[src/rtl/pc88_loader_sink_if.sv]
// Loader byte handshake and byte-enabled SDRAM write port
// seen by pc88_loader_sink (slave) and its driver (master).
interface pc88_loader_sink_if #(
  parameter int ADR_W  = 19,
  parameter int MEM_AW = 24
);
  logic              ldr_oe;
  logic              ldr_wr;
  logic [ADR_W-1:0]  ldr_adr;
  logic [7:0]        ldr_wdat;
  logic              ldr_ack;
  logic              mem_req;
  logic [MEM_AW-1:0] mem_addr;
  logic [15:0]       mem_wdat;
  logic [1:0]        mem_be;
  logic              mem_ack;

  modport master (
    output ldr_oe,
    output ldr_wr,
    output ldr_adr,
    output ldr_wdat,
    output mem_ack,
    input  ldr_ack,
    input  mem_req,
    input  mem_addr,
    input  mem_wdat,
    input  mem_be
  );

  modport slave (
    input  ldr_oe,
    input  ldr_wr,
    input  ldr_adr,
    input  ldr_wdat,
    input  mem_ack,
    output ldr_ack,
    output mem_req,
    output mem_addr,
    output mem_wdat,
    output mem_be
  );
endinterface

[src/rtl/pc88_loader_sink.sv]
// Loader byte sink: writes each loader byte to SDRAM with a
// four-phase ack and keeps per-load count/checksum/status.
module pc88_loader_sink #(
  parameter int ADR_W   = 19,
  parameter int MEM_AW  = 24,
  parameter int BASE    = 0,
  parameter int SIZE    = 'h60000,
  parameter int TIMEOUT = 1023
) (
  input  logic              clk_sys,
  input  logic              reset,
  pc88_loader_sink_if.slave bus,
  output logic [19:0]       byte_cnt,
  output logic [15:0]       checksum,
  output logic              overflow,
  output logic              mem_err,
  output logic              loaded
);

  typedef enum logic [1:0] {
    IDLE,
    WRITE,
    ACK
  } state_t;

  localparam int TW =
    (TIMEOUT > 0) ? $clog2(TIMEOUT + 1) : 1;
  localparam logic [TW-1:0] TMO = TW'(TIMEOUT);
  localparam logic [31:0] SIZE_L = 32'(SIZE);
  localparam logic [MEM_AW-1:0] BASE_W = MEM_AW'(BASE);

  state_t state;
  state_t state_d;

  logic [TW-1:0]     tmo_cnt;
  logic [MEM_AW-1:0] addr_q;
  logic [15:0]       wdat_q;
  logic [1:0]        be_q;
  logic              oe_q;

  logic in_rng;
  logic tmo_hit;
  logic oe_rise;
  logic oe_fall;
  logic latch;
  logic wr_done;
  logic wr_tmo;
  logic drop_ovf;

  assign in_rng  = 32'(bus.ldr_adr) < SIZE_L;
  assign tmo_hit = tmo_cnt == TMO;
  assign oe_rise = bus.ldr_oe & ~oe_q;
  assign oe_fall = ~bus.ldr_oe & oe_q;

  assign bus.mem_req  = state == WRITE;
  assign bus.ldr_ack  = state == ACK;
  assign bus.mem_addr = addr_q;
  assign bus.mem_wdat = wdat_q;
  assign bus.mem_be   = be_q;

  always_ff @(posedge clk_sys) begin
    if (reset) begin
      state <= IDLE;
    end else begin
      state <= state_d;
    end
  end

  always_comb begin
    state_d  = state;
    latch    = 1'b0;
    wr_done  = 1'b0;
    wr_tmo   = 1'b0;
    drop_ovf = 1'b0;
    unique case (state)
      IDLE: begin
        if (bus.ldr_wr) begin
          latch = 1'b1;
          unique case (1'b1)
            !bus.ldr_oe: begin
              state_d = ACK;
            end
            bus.ldr_oe && in_rng: begin
              state_d = WRITE;
            end
            bus.ldr_oe && !in_rng: begin
              drop_ovf = 1'b1;
              state_d  = ACK;
            end
          endcase
        end
      end
      WRITE: begin
        // an ack on the expiry cycle still counts
        if (bus.mem_ack) begin
          wr_done = 1'b1;
          state_d = ACK;
        end else if (tmo_hit) begin
          wr_tmo  = 1'b1;
          state_d = ACK;
        end
      end
      ACK: begin
        if (!bus.ldr_wr) begin
          state_d = IDLE;
        end
      end
      default: begin
        state_d = IDLE;
      end
    endcase
  end

  always_ff @(posedge clk_sys) begin
    if (reset) begin
      tmo_cnt <= '0;
      addr_q  <= '0;
      wdat_q  <= '0;
      be_q    <= '0;
      oe_q    <= 1'b0;
    end else begin
      oe_q <= bus.ldr_oe;
      if (state == WRITE) begin
        tmo_cnt <= tmo_cnt + TW'(1);
      end else begin
        tmo_cnt <= '0;
      end
      if (latch) begin
        addr_q <= BASE_W
                + MEM_AW'(bus.ldr_adr[ADR_W-1:1]);
        wdat_q <= {2{bus.ldr_wdat}};
        be_q   <= bus.ldr_adr[0] ? 2'b10 : 2'b01;
      end
    end
  end

  always_ff @(posedge clk_sys) begin
    if (reset) begin
      byte_cnt <= '0;
      checksum <= '0;
      overflow <= 1'b0;
      mem_err  <= 1'b0;
      loaded   <= 1'b0;
    end else begin
      if (oe_rise) begin
        byte_cnt <= '0;
        checksum <= '0;
        overflow <= 1'b0;
        mem_err  <= 1'b0;
        loaded   <= 1'b0;
      end
      // a write finishing as a new window opens is stale
      if (wr_done && !oe_rise) begin
        if (byte_cnt != '1) begin
          byte_cnt <= byte_cnt + 20'd1;
        end
        checksum <= checksum + {8'h00, wdat_q[7:0]};
      end
      if (drop_ovf) begin
        overflow <= 1'b1;
      end
      if (wr_tmo && !oe_rise) begin
        mem_err <= 1'b1;
      end
      if (oe_fall) begin
        loaded <= (byte_cnt != '0) || wr_done;
      end
    end
  end

endmodule

[src/flat_wrapper.sv]
// flat-port wrapper written by rule: the top's interface ports become plain ports
module pc88_loader_sink_flat 
#(
  parameter int ADR_W   = 19,
  parameter int MEM_AW  = 24,
  parameter int BASE    = 0,
  parameter int SIZE    = 'h60000,
  parameter int TIMEOUT = 1023
)
  (clk_sys, reset, byte_cnt, checksum, overflow, mem_err, loaded, bus_ldr_oe, bus_ldr_wr, bus_ldr_adr, bus_ldr_wdat, bus_mem_ack, bus_ldr_ack, bus_mem_req, bus_mem_addr, bus_mem_wdat, bus_mem_be);
  pc88_loader_sink_if #(.ADR_W(ADR_W), .MEM_AW(MEM_AW)) bus_i ();
  input  logic clk_sys;
  input  logic reset;
  output logic [19:0] byte_cnt;
  output logic [15:0] checksum;
  output logic overflow;
  output logic mem_err;
  output logic loaded;
  input wire logic [$bits(bus_i.ldr_oe)-1:0] bus_ldr_oe;
  input wire logic [$bits(bus_i.ldr_wr)-1:0] bus_ldr_wr;
  input wire logic [$bits(bus_i.ldr_adr)-1:0] bus_ldr_adr;
  input wire logic [$bits(bus_i.ldr_wdat)-1:0] bus_ldr_wdat;
  input wire logic [$bits(bus_i.mem_ack)-1:0] bus_mem_ack;
  output wire logic [$bits(bus_i.ldr_ack)-1:0] bus_ldr_ack;
  output wire logic [$bits(bus_i.mem_req)-1:0] bus_mem_req;
  output wire logic [$bits(bus_i.mem_addr)-1:0] bus_mem_addr;
  output wire logic [$bits(bus_i.mem_wdat)-1:0] bus_mem_wdat;
  output wire logic [$bits(bus_i.mem_be)-1:0] bus_mem_be;
  assign bus_i.ldr_oe = bus_ldr_oe;
  assign bus_i.ldr_wr = bus_ldr_wr;
  assign bus_i.ldr_adr = bus_ldr_adr;
  assign bus_i.ldr_wdat = bus_ldr_wdat;
  assign bus_i.mem_ack = bus_mem_ack;
  assign bus_ldr_ack = bus_i.ldr_ack;
  assign bus_mem_req = bus_i.mem_req;
  assign bus_mem_addr = bus_i.mem_addr;
  assign bus_mem_wdat = bus_i.mem_wdat;
  assign bus_mem_be = bus_i.mem_be;
  pc88_loader_sink #(.ADR_W(ADR_W), .MEM_AW(MEM_AW), .BASE(BASE), .SIZE(SIZE), .TIMEOUT(TIMEOUT)) u_core (.clk_sys(clk_sys), .reset(reset), .bus(bus_i), .byte_cnt(byte_cnt), .checksum(checksum), .overflow(overflow), .mem_err(mem_err), .loaded(loaded));
endmodule
[config.mk]
export PLATFORM = sky130hd
export DESIGN_NAME = pc88_loader_sink_flat
export DESIGN_NICKNAME = d
export VERILOG_FILES = /design/src/rtl/pc88_loader_sink_if.sv /design/src/rtl/pc88_loader_sink.sv /design/src/flat_wrapper.sv
export SDC_FILE = /design/constraint.sdc
export NUM_CORES = 1
export LEC_CHECK = 0
export CAP_MARGIN = 0
export CORE_ASPECT_RATIO = 0.8
export CORE_MARGIN = 2
export CORE_UTILIZATION = 28
export DETAILED_ROUTE_END_ITERATION = 8
export SLEW_MARGIN = 30
export SYNTH_ARGS = -nofsm -noshare
export SYNTH_HDL_FRONTEND = slang
export SYNTH_SLANG_ARGS = --single-unit
[constraint.sdc]
create_clock -name clk_sys -period 2 [get_ports clk_sys]
set_input_delay 0.2 -clock clk_sys [delete_from_list [all_inputs] [get_ports clk_sys]]
set_output_delay 0.2 -clock clk_sys [all_outputs]
set_load 0.02 [all_outputs]
==> flow_summary.toml, run 1 <==
[run_status]
outcome = "finished, violations left"
violations = "setup timing"

[pwr]
p_int_mw = 2.76
power.switching_mw = 0.940
powerDensity_mw_per_mm2 = 672
finalPower_mw = 3.70
combPwrFrac = 0.132
irDropWorstVdd_uv = 481
swShare = 0.254
p_seq_frac = 0.452
power_leakage_nw = 1.97
clock_power_share = 0.416

[timing]
rsz0062_at_grt = "true"
min_period_ns = 2.04
setup_tns_ns = -0.0396
setup_viol = 1
finClkSkew_ns = 0.00842
hold_viol = 0
finalCritPeriodShare = 1.02
timing.final.ws_setup_ns = -0.0396
slew-limit-headroom = 0.619
worst_pin_slew_ns = 0.572
finalMaxSlewViolations = 0
fmax_mhz = 490

[job]
maxCapViolCount = 0

[cts]
path_clk_slew_ns = 0.06
cts_num_sinks = 80
tritoncts = "done"
cts_made_buffers = 9
hold_buffers = 0
cts-root-buf = "clkbuf_16"
h-tree-depth = 3
clock_latency_ns = 0.34
ctsLongestPathBuffers = 2

[setup_path]
cp.required_ns = 2.28
path_buf_inv = 1
slowest_delay_ns = 0.48
cp_max_fo = 7
end_kind = "flop"
worstPathCellList = "ha_4 -> inv_2 -> fa_2 -> nor2b_4 -> o2111ai_2 -> and3_4 -> or4_4 -> a21oi_2"
critPathArrivalTime_ns = 2.32
slowest_stage = "or4_4"
timing_worst_setup_path_type = "flop to flop"
cp-start-kind = "flop"
cp_top_family = "simple AND/OR/NAND/NOR gates"

[die]
ios = 115
dieArea_sq_mm = 0.0146
die_x_um = 135
start_util = 0.284
die_h_um = 109
num_rows = 38
core_area_sq_mm = 0.0135

[synth]
synth_area_sq_mm = 0.00383
netlist.area_leader.share = 0.418
yosysSeqAreaShare = 0.418
synth_seq_cells = 80
synth-edff-count = 0
synth_largest_area_cell = "dfxtp_1"
ys.warnings.count = 0
synth.top_cells.by_area = "dfxtp_1 (42%), nand2_1 (7.7%), a21oi_1 (6.5%)"
synth_area_per_cell_sq_um = 8.20
yosysUniqueCellTypes = 50
async_flop_share = 0
synth_ff_type = "dfxtp_1"
synth_cells = 467

[global_routing]
grt_max_degree = 35
grtUsageTotal = 0.150
grt_pass1_vias = 3542
overflow = 0
grt_pass1_wl_um = 17300
antenna_found_initial = 0

[placement]
gp_congestion = 0.852
place_hpwl_um = 7980
port_buffers = 108

[detailed_routing]
viasPerCell = 4.82
wirelength_um = 10800
final_antenna_net_count = 0
vias = 3671
avgRoutedWirePerCell_um = 14.2
first_pass_iters = 4
drc = 0
drtIter0Drc = 229

[finish]
final_cell_mix = "clkdlybuf4s50_1 (108), nand2_1 (79), dfxtp_1 (76), a21oi_1 (48), nor2_1 (38)"
multiInputGateArea_sq_mm = 0.00208
drive_gt1_frac = 0.115
final_common_cell = "clkdlybuf4s50_1"
synthToLayoutAreaGrowth_pct = 44.1
fin_nets = 624
n_antenna_cell = 0
fill_cells = 1344
seqCellArea_sq_mm = 0.00161

[worst_hold_path]
worstHoldPathType = "input port to flop"
metal layers:
| metal | wire length (um) | global-route usage | vias up | part of all wire |
|---|---|---|---|---|
| met2 | 4750 | 0.234 | 115 | 0.44 |
| met3 | 990 | 0.0689 | 18 | 0.092 |
| li1 | - | - | 1834 | - |
| met5 | 0 | 0 | - | 0 |
| met4 | 218 | 0.0556 | 0 | 0.020 |
| met1 | 4850 | 0.183 | 1704 | 0.45 |
through the flow:
step                cell area [sq um]  hold slack, ns  setup slack (ns)  utilization  std cells
floorplan                        3870           0.326           -0.0834            -        472
global placement                 5140           0.438           -0.0634        0.382        745
detailed placement               5140           0.448            -0.110        0.382        745
CTS                              5440           0.396           -0.0671        0.404        760
global route                     5510           0.408            -0.101        0.410        761
finish                           5510           0.404           -0.0396        0.410        761
layout make-up:
type | count | share of cell area
tap | 180 | 0.0408
clock buffer | 12 | 0.0465
timing repair buffer | 132 | 0.229
sequential | 80 | 0.292
inverter | 16 | 0.0109
multi-input combinational | 339 | 0.378
clock inverter | 2 | 0.00295
registers in the layout (all words and copies together), names as in the netlist:
signal and flops:
u_core.bus.mem_addr 18, u_core.bus.mem_be 2, u_core.bus.mem_wdat 8, u_core.byte_cnt 20, u_core.checksum 16, u_core.loaded 1, u_core.mem_err 1, u_core.oe_q 1
u_core.overflow 1, u_core.state 2, u_core.tmo_cnt 10
cell families (layout without fill, tap and decap cells):
group | count (synthesis) | in the layout | synth area share
XOR/XNOR | 25 | 25 | 0.0572
other | 1 | 6 | 0.000980
AO/OA/AOI/OAI | 89 | 89 | 0.140
buffers and inverters | 53 | 162 | 0.0690
AND/OR/NAND/NOR | 205 | 205 | 0.267
flip-flops | 80 | 80 | 0.418
adder cells (fa/ha/maj) | 14 | 14 | 0.0477
timing repair:
action / 4_1_cts / 5_1_grt
gates cloned: 0 / 0
pin swaps: 5 / 7
buffers inserted: 1 / 1
gates resized for setup: 4 / 11
endpoints found under the setup margin: 5 / 8
cells in the mapped netlist, types with 2 or more instances:
cell type  instances
dfxtp_1           80
nand2_1           79
a21oi_1           50
nor2_1            39
nand3_1           21
xnor2_1           19
clkbuf_1          18
inv_1             16
buf_4             14
ha_1              13
nand4_1           12
o21ai_0            8
a31oi_1            7
nor3_1             7
and3_1             6
nor4_1             6
xor2_1             6
or3_1              5
and4_1             4
buf_2              4
o31ai_1            4
a211oi_1           3
a311oi_1           3
and4b_1            3
nand2b_1           3
o211ai_1           3
o41ai_1            3
or2_2              3
or4_1              3
and3b_1            2
nand3b_1           2
nor4_2             2
o311ai_0           2
worst min-delay path: cells and delay by family:
kind | cells | cell delay [ns]
AO/OA/AOI/OAI | 1 | 0.05
buffers and inverters | 1 | 0.40
AND/OR/NAND/NOR | 1 | 0.06
power by group through the flow:
stage               clock network, mW  logic (mW)  registers, mW
finish                           1.54       0.489           1.67
global route                     1.67       0.536           1.68
CTS                              1.58       0.490           1.67
detailed placement                  0       0.487           1.71
global placement                    0       0.483           1.70
floorplan                           0       0.214           1.75
final timing paths:
path	to	depth (start not counted)	startpoint	slack, ns
min	u_core.bus.mem_addr[4]$_SDFFE_PP0P_	3	bus_ldr_adr[5]	0.40
max	u_core.checksum[8]$_SDFFE_PP0P_	8	u_core.bus.mem_wdat[8]$_SDFFE_PP0P_	-0.04
max reg2reg	u_core.checksum[8]$_SDFFE_PP0P_	8	u_core.bus.mem_wdat[8]$_SDFFE_PP0P_	-0.04
min reg2reg	u_core.bus.mem_addr[1]$_SDFFE_PP0P_	2	u_core.bus.mem_addr[1]$_SDFFE_PP0P_	0.45
Power figures use the tool's default switching activity.
==> run 2: changes to the inputs <==
--- a/config.mk
+++ b/config.mk
@@ -9,7 +9,9 @@
 export CORE_ASPECT_RATIO = 0.8
 export CORE_MARGIN = 2
 export CORE_UTILIZATION = 28
+export CTS_BUF_LIST = sky130_fd_sc_hd__clkbuf_4 sky130_fd_sc_hd__clkbuf_8 sky130_fd_sc_hd__clkbuf_16
 export DETAILED_ROUTE_END_ITERATION = 8
+export SKIP_CTS_REPAIR_TIMING = 1
 export SLEW_MARGIN = 30
 export SYNTH_ARGS = -nofsm -noshare
 export SYNTH_HDL_FRONTEND = slang
==> flow_summary.toml, run 2 (synthesis results as in run 1) <==
[detailed_routing]
final_antenna_net_count = 0
wirelength_um = 10900
viasPerCell = 4.86
avgRoutedWirePerCell_um = 14.3
drtIter0Drc = 249
drc = 0
vias = 3699
first_pass_iters = 4

[worst_hold_path]
hold_end = "u_core.bus.mem_addr[4]$_SDFFE_PP0P_"
hp-start = "bus_ldr_adr[5]"
whs_path_depth = 3
worstHoldPathType = "input port to flop"

[cts]
tritoncts = "done"
cts_num_sinks = 80
clock_latency_ns = 0.34
cts_made_buffers = 9
ctsLongestPathBuffers = 2
cts-root-buf = "clkbuf_16"
path_clk_slew_ns = 0.06
h-tree-depth = 3

[setup_path]
rr_endpoint = "u_core.checksum[8]$_SDFFE_PP0P_"
timing.rr.start = "u_core.bus.mem_wdat[8]$_SDFFE_PP0P_"
startpoint = "u_core.bus.mem_wdat[8]$_SDFFE_PP0P_"
cp_max_fo = 7
timing_worst_setup_path_type = "flop to flop"
r2r_cells = 8
reg2reg_setup_slack_ns = -0.06
critPathArrivalTime_ns = 2.34
cp.required_ns = 2.28
end_kind = "flop"
cp-start-kind = "flop"

[die]
num_rows = 38
die_x_um = 135
dieArea_sq_mm = 0.0146
die_h_um = 109
core_area_sq_mm = 0.0135
start_util = 0.284
ios = 115

[pwr]
irDropWorstVdd_uv = 481
power_leakage_nw = 1.97
powerDensity_mw_per_mm2 = 675
finalPower_mw = 3.72

[finish]
top_register = "u_core.byte_cnt"
drive_gt1_frac = 0.115
seqCellArea_sq_mm = 0.00161
final_cell_mix = "clkdlybuf4s50_1 (108), nand2_1 (79), dfxtp_1 (76), a21oi_1 (49), nor2_1 (38)"
n_antenna_cell = 0
synthToLayoutAreaGrowth_pct = 44.0
fin_nets = 624
fill_cells = 1342
largest_reg_flops = 20
multiInputGateArea_sq_mm = 0.00208
final_common_cell = "clkdlybuf4s50_1"
finalNonFillerCells = 761

[timing]
min_period_ns = 2.06
finClkSkew_ns = 0.0107
finalMaxSlewViolations = 0
fmax_mhz = 486
setup_tns_ns = -0.0567
worst_pin_slew_ns = 0.571
finalCritPeriodShare = 1.03
hold_viol = 0
slew-limit-headroom = 0.619
rsz0062_at_grt = "true"
timing.final.ws_setup_ns = -0.0567
setup_viol = 1

[global_routing]
grt_max_degree = 35
grtUsageTotal = 0.150
antenna_found_initial = 0
overflow = 0
grt_pass1_wl_um = 17200
grt_pass1_vias = 3532

[job]
maxCapViolCount = 0

[placement]
place_ws_ns = -0.110
dp.cells = 745
place_hpwl_um = 7980
gp_congestion = 0.852
port_buffers = 108

[run_status]
violations = "setup timing"
outcome = "finished, violations left"
## run 2: critical path, stage by stage, from the launching register on
cell	delay (ns)
dfxtp_4	0.36
ha_4	0.13
inv_2	0.03
fa_2	0.37
nor2b_4	0.14
o2111ai_2	0.13
and3_4	0.23
or4_4	0.48
a21oi_2	0.14
## run 2: per-stage QoR
stage,area (sq um),hold slack [ns],util
6_report,5510,0.405,0.410
2_1_floorplan,3870,0.326,-
3_3_place_gp,5140,0.438,0.382
4_1_cts,5420,0.396,0.403
5_1_grt,5510,0.408,0.410
3_5_place_dp,5140,0.448,0.382
## run 2: final cells by class
cell class	instances	share of cell area
clock inverters	2	0.00295
multi-input cells	339	0.377
inverters	16	0.0109
flip-flops and latches	80	0.292
repair buffers	132	0.229
well taps	180	0.0409
clock buffers	12	0.0472
## run 2: worst max-delay path by stage
stage | to | slack, ns | cells past startpoint
4_1_cts | u_core.checksum[8]$_SDFFE_PP0P_ | -0.13 | 8
5_1_grt | u_core.checksum[8]$_SDFFE_PP0P_ | -0.11 | 8
6_report | u_core.checksum[8]$_SDFFE_PP0P_ | -0.06 | 8
3_3_place_gp | u_core.checksum[8]$_SDFFE_PP0P_ | -0.06 | 8
2_1_floorplan | u_core.checksum[8]$_SDFFE_PP0P_ | -0.08 | 9
3_5_place_dp | u_core.checksum[8]$_SDFFE_PP0P_ | -0.11 | 8
## run 2: layer usage
| layer | GRT usage | vias up | routed length, um |
|---|---|---|---|
| met5 | 0 | - | 0 |
| li1 | - | 1834 | - |
| met1 | 0.182 | 1724 | 4860 |
| met3 | 0.0689 | 16 | 1050 |
| met2 | 0.232 | 125 | 4770 |
| met4 | 0.0564 | 0 | 178 |
## run 2: where the power goes
part	leakage (nW)	internal [mW]	switching, mW
Sequential	0.652	1.64	0.0336
Clock	0.134	0.911	0.648
Combinational	1.18	0.228	0.262
==> run 3: changes to the inputs <==
--- a/config.mk
+++ b/config.mk
@@ -9,7 +9,6 @@
 export CORE_ASPECT_RATIO = 0.8
 export CORE_MARGIN = 2
 export CORE_UTILIZATION = 28
-export CTS_BUF_LIST = sky130_fd_sc_hd__clkbuf_4 sky130_fd_sc_hd__clkbuf_8 sky130_fd_sc_hd__clkbuf_16
 export DETAILED_ROUTE_END_ITERATION = 8
 export SKIP_CTS_REPAIR_TIMING = 1
 export SLEW_MARGIN = 30
==> flow_summary.toml, run 3 (synthesis results as in run 1) <==
[setup_path]
timing.rr.start = "u_core.bus.mem_wdat[8]$_SDFFE_PP0P_"
reg2reg_setup_slack_ns = -0.06
rr_endpoint = "u_core.checksum[8]$_SDFFE_PP0P_"
critPathArrivalTime_ns = 2.34
end_kind = "flop"
r2r_cells = 8
cp-start-kind = "flop"
cp_max_fo = 7
cp.required_ns = 2.28
timing_worst_setup_path_type = "flop to flop"
worstSetupEndpoint = "u_core.checksum[8]$_SDFFE_PP0P_"
startpoint = "u_core.bus.mem_wdat[8]$_SDFFE_PP0P_"

[die]
dieArea_sq_mm = 0.0146
die_x_um = 135
core_area_sq_mm = 0.0135
start_util = 0.284
ios = 115
die_h_um = 109
num_rows = 38

[finish]
synthToLayoutAreaGrowth_pct = 43.9
final_cell_mix = "clkdlybuf4s50_1 (108), nand2_1 (79), dfxtp_1 (76), a21oi_1 (49), nor2_1 (38)"
finalNonFillerCells = 761
largest_reg_flops = 20
fin_area_sq_mm = 0.00551
top_register = "u_core.byte_cnt"
drive_gt1_frac = 0.114
utilization = 0.409
n_antenna_cell = 0
final_common_cell = "clkdlybuf4s50_1"
fin_nets = 624

[run_status]
violations = "setup timing"
outcome = "finished, violations left"

[timing]
rsz0062_at_grt = "true"
finalCritPeriodShare = 1.03
setup_viol = 1
hold_viol = 0
min_period_ns = 2.06
timing.final.ws_setup_ns = -0.0567
worst_pin_slew_ns = 0.572
finalMaxSlewViolations = 0
slew-limit-headroom = 0.618
finClkSkew_ns = 0.0107
fmax_mhz = 486

[worst_hold_path]
worstHoldPathType = "input port to flop"

[placement]
place_hpwl_um = 7980
gp_congestion = 0.852
port_buffers = 108
dp.cells = 745
placed_cell_area_sq_mm = 0.00514

[detailed_routing]
final_antenna_net_count = 0
drc = 0
drtIter0Drc = 249
avgRoutedWirePerCell_um = 14.3
vias = 3695
first_pass_iters = 4
wirelength_um = 10900
viasPerCell = 4.86

[pwr]
finalPower_mw = 3.71
power_leakage_nw = 1.97
irDropWorstVdd_uv = 481
powerDensity_mw_per_mm2 = 673

[cts]
h-tree-depth = 3
tritoncts = "done"
cts-root-buf = "clkbuf_16"
ctsLongestPathBuffers = 2
cts_num_sinks = 80
path_clk_slew_ns = 0.06
cts_made_buffers = 9
clock_latency_ns = 0.34

[global_routing]
grt_pass1_vias = 3532
grt_pass1_wl_um = 17200
grtUsageTotal = 0.150
overflow = 0
antenna_found_initial = 0
grt_max_degree = 35

[job]
maxCapViolCount = 0
## run 3: layout make-up
type / count / area (sq um)
multi-input combinational: 339 / 2080
sequential: 80 / 1610
timing repair buffer: 132 / 1260
fill: 1344 / 7950
tap: 180 / 225
clock buffer: 12 / 256
clock inverter: 2 / 16.3
inverter: 16 / 60.1
## run 3: how the worst min path moves through the flow
stage,start,to,slack [ns],cells after the start
2_1_floorplan,bus_ldr_wdat[0],u_core.bus.mem_wdat[8]$_SDFFE_PP0P_,0.33,2
3_3_place_gp,u_core.overflow$_SDFFE_PP0P_,u_core.overflow$_SDFFE_PP0P_,0.44,2
3_5_place_dp,u_core.loaded$_SDFFE_PP0P_,u_core.loaded$_SDFFE_PP0P_,0.45,2
4_1_cts,bus_ldr_adr[5],u_core.bus.mem_addr[4]$_SDFFE_PP0P_,0.40,3
5_1_grt,bus_ldr_adr[7],u_core.bus.mem_addr[6]$_SDFFE_PP0P_,0.41,3
6_report,bus_ldr_adr[5],u_core.bus.mem_addr[4]$_SDFFE_PP0P_,0.40,3
## run 3: worst max-delay path, cell delays in order, from the launching register on
cell	delay [ns]
dfxtp_4	0.36
ha_4	0.13
inv_2	0.03
fa_2	0.37
nor2b_4	0.14
o2111ai_2	0.13
and3_4	0.23
or4_4	0.48
a21oi_2	0.14
## run 3: through the flow
stage | setup TNS, ns | hold slack, ns | setup slack [ns]
5_1_grt | -0.326 | 0.408 | -0.108
6_report | -0.0567 | 0.404 | -0.0567
3_3_place_gp | -0.0634 | 0.438 | -0.0634
2_1_floorplan | -0.0987 | 0.326 | -0.0834
3_5_place_dp | -0.229 | 0.448 | -0.110
4_1_cts | -0.246 | 0.396 | -0.130
## run 3: routing by layer
metal | vias up | wire length [um] | GRT usage
li1 | 1834 | - | -
met1 | 1723 | 4880 | 0.182
met2 | 122 | 4770 | 0.232
met3 | 16 | 1030 | 0.0689
met4 | 0 | 178 | 0.0564
met5 | - | 0 | 0
## run 3: power breakdown
part,switching (mW),internal [mW]
Sequential,0.0336,1.64
Clock,0.650,0.897
Combinational,0.262,0.228
Total,0.945,2.76
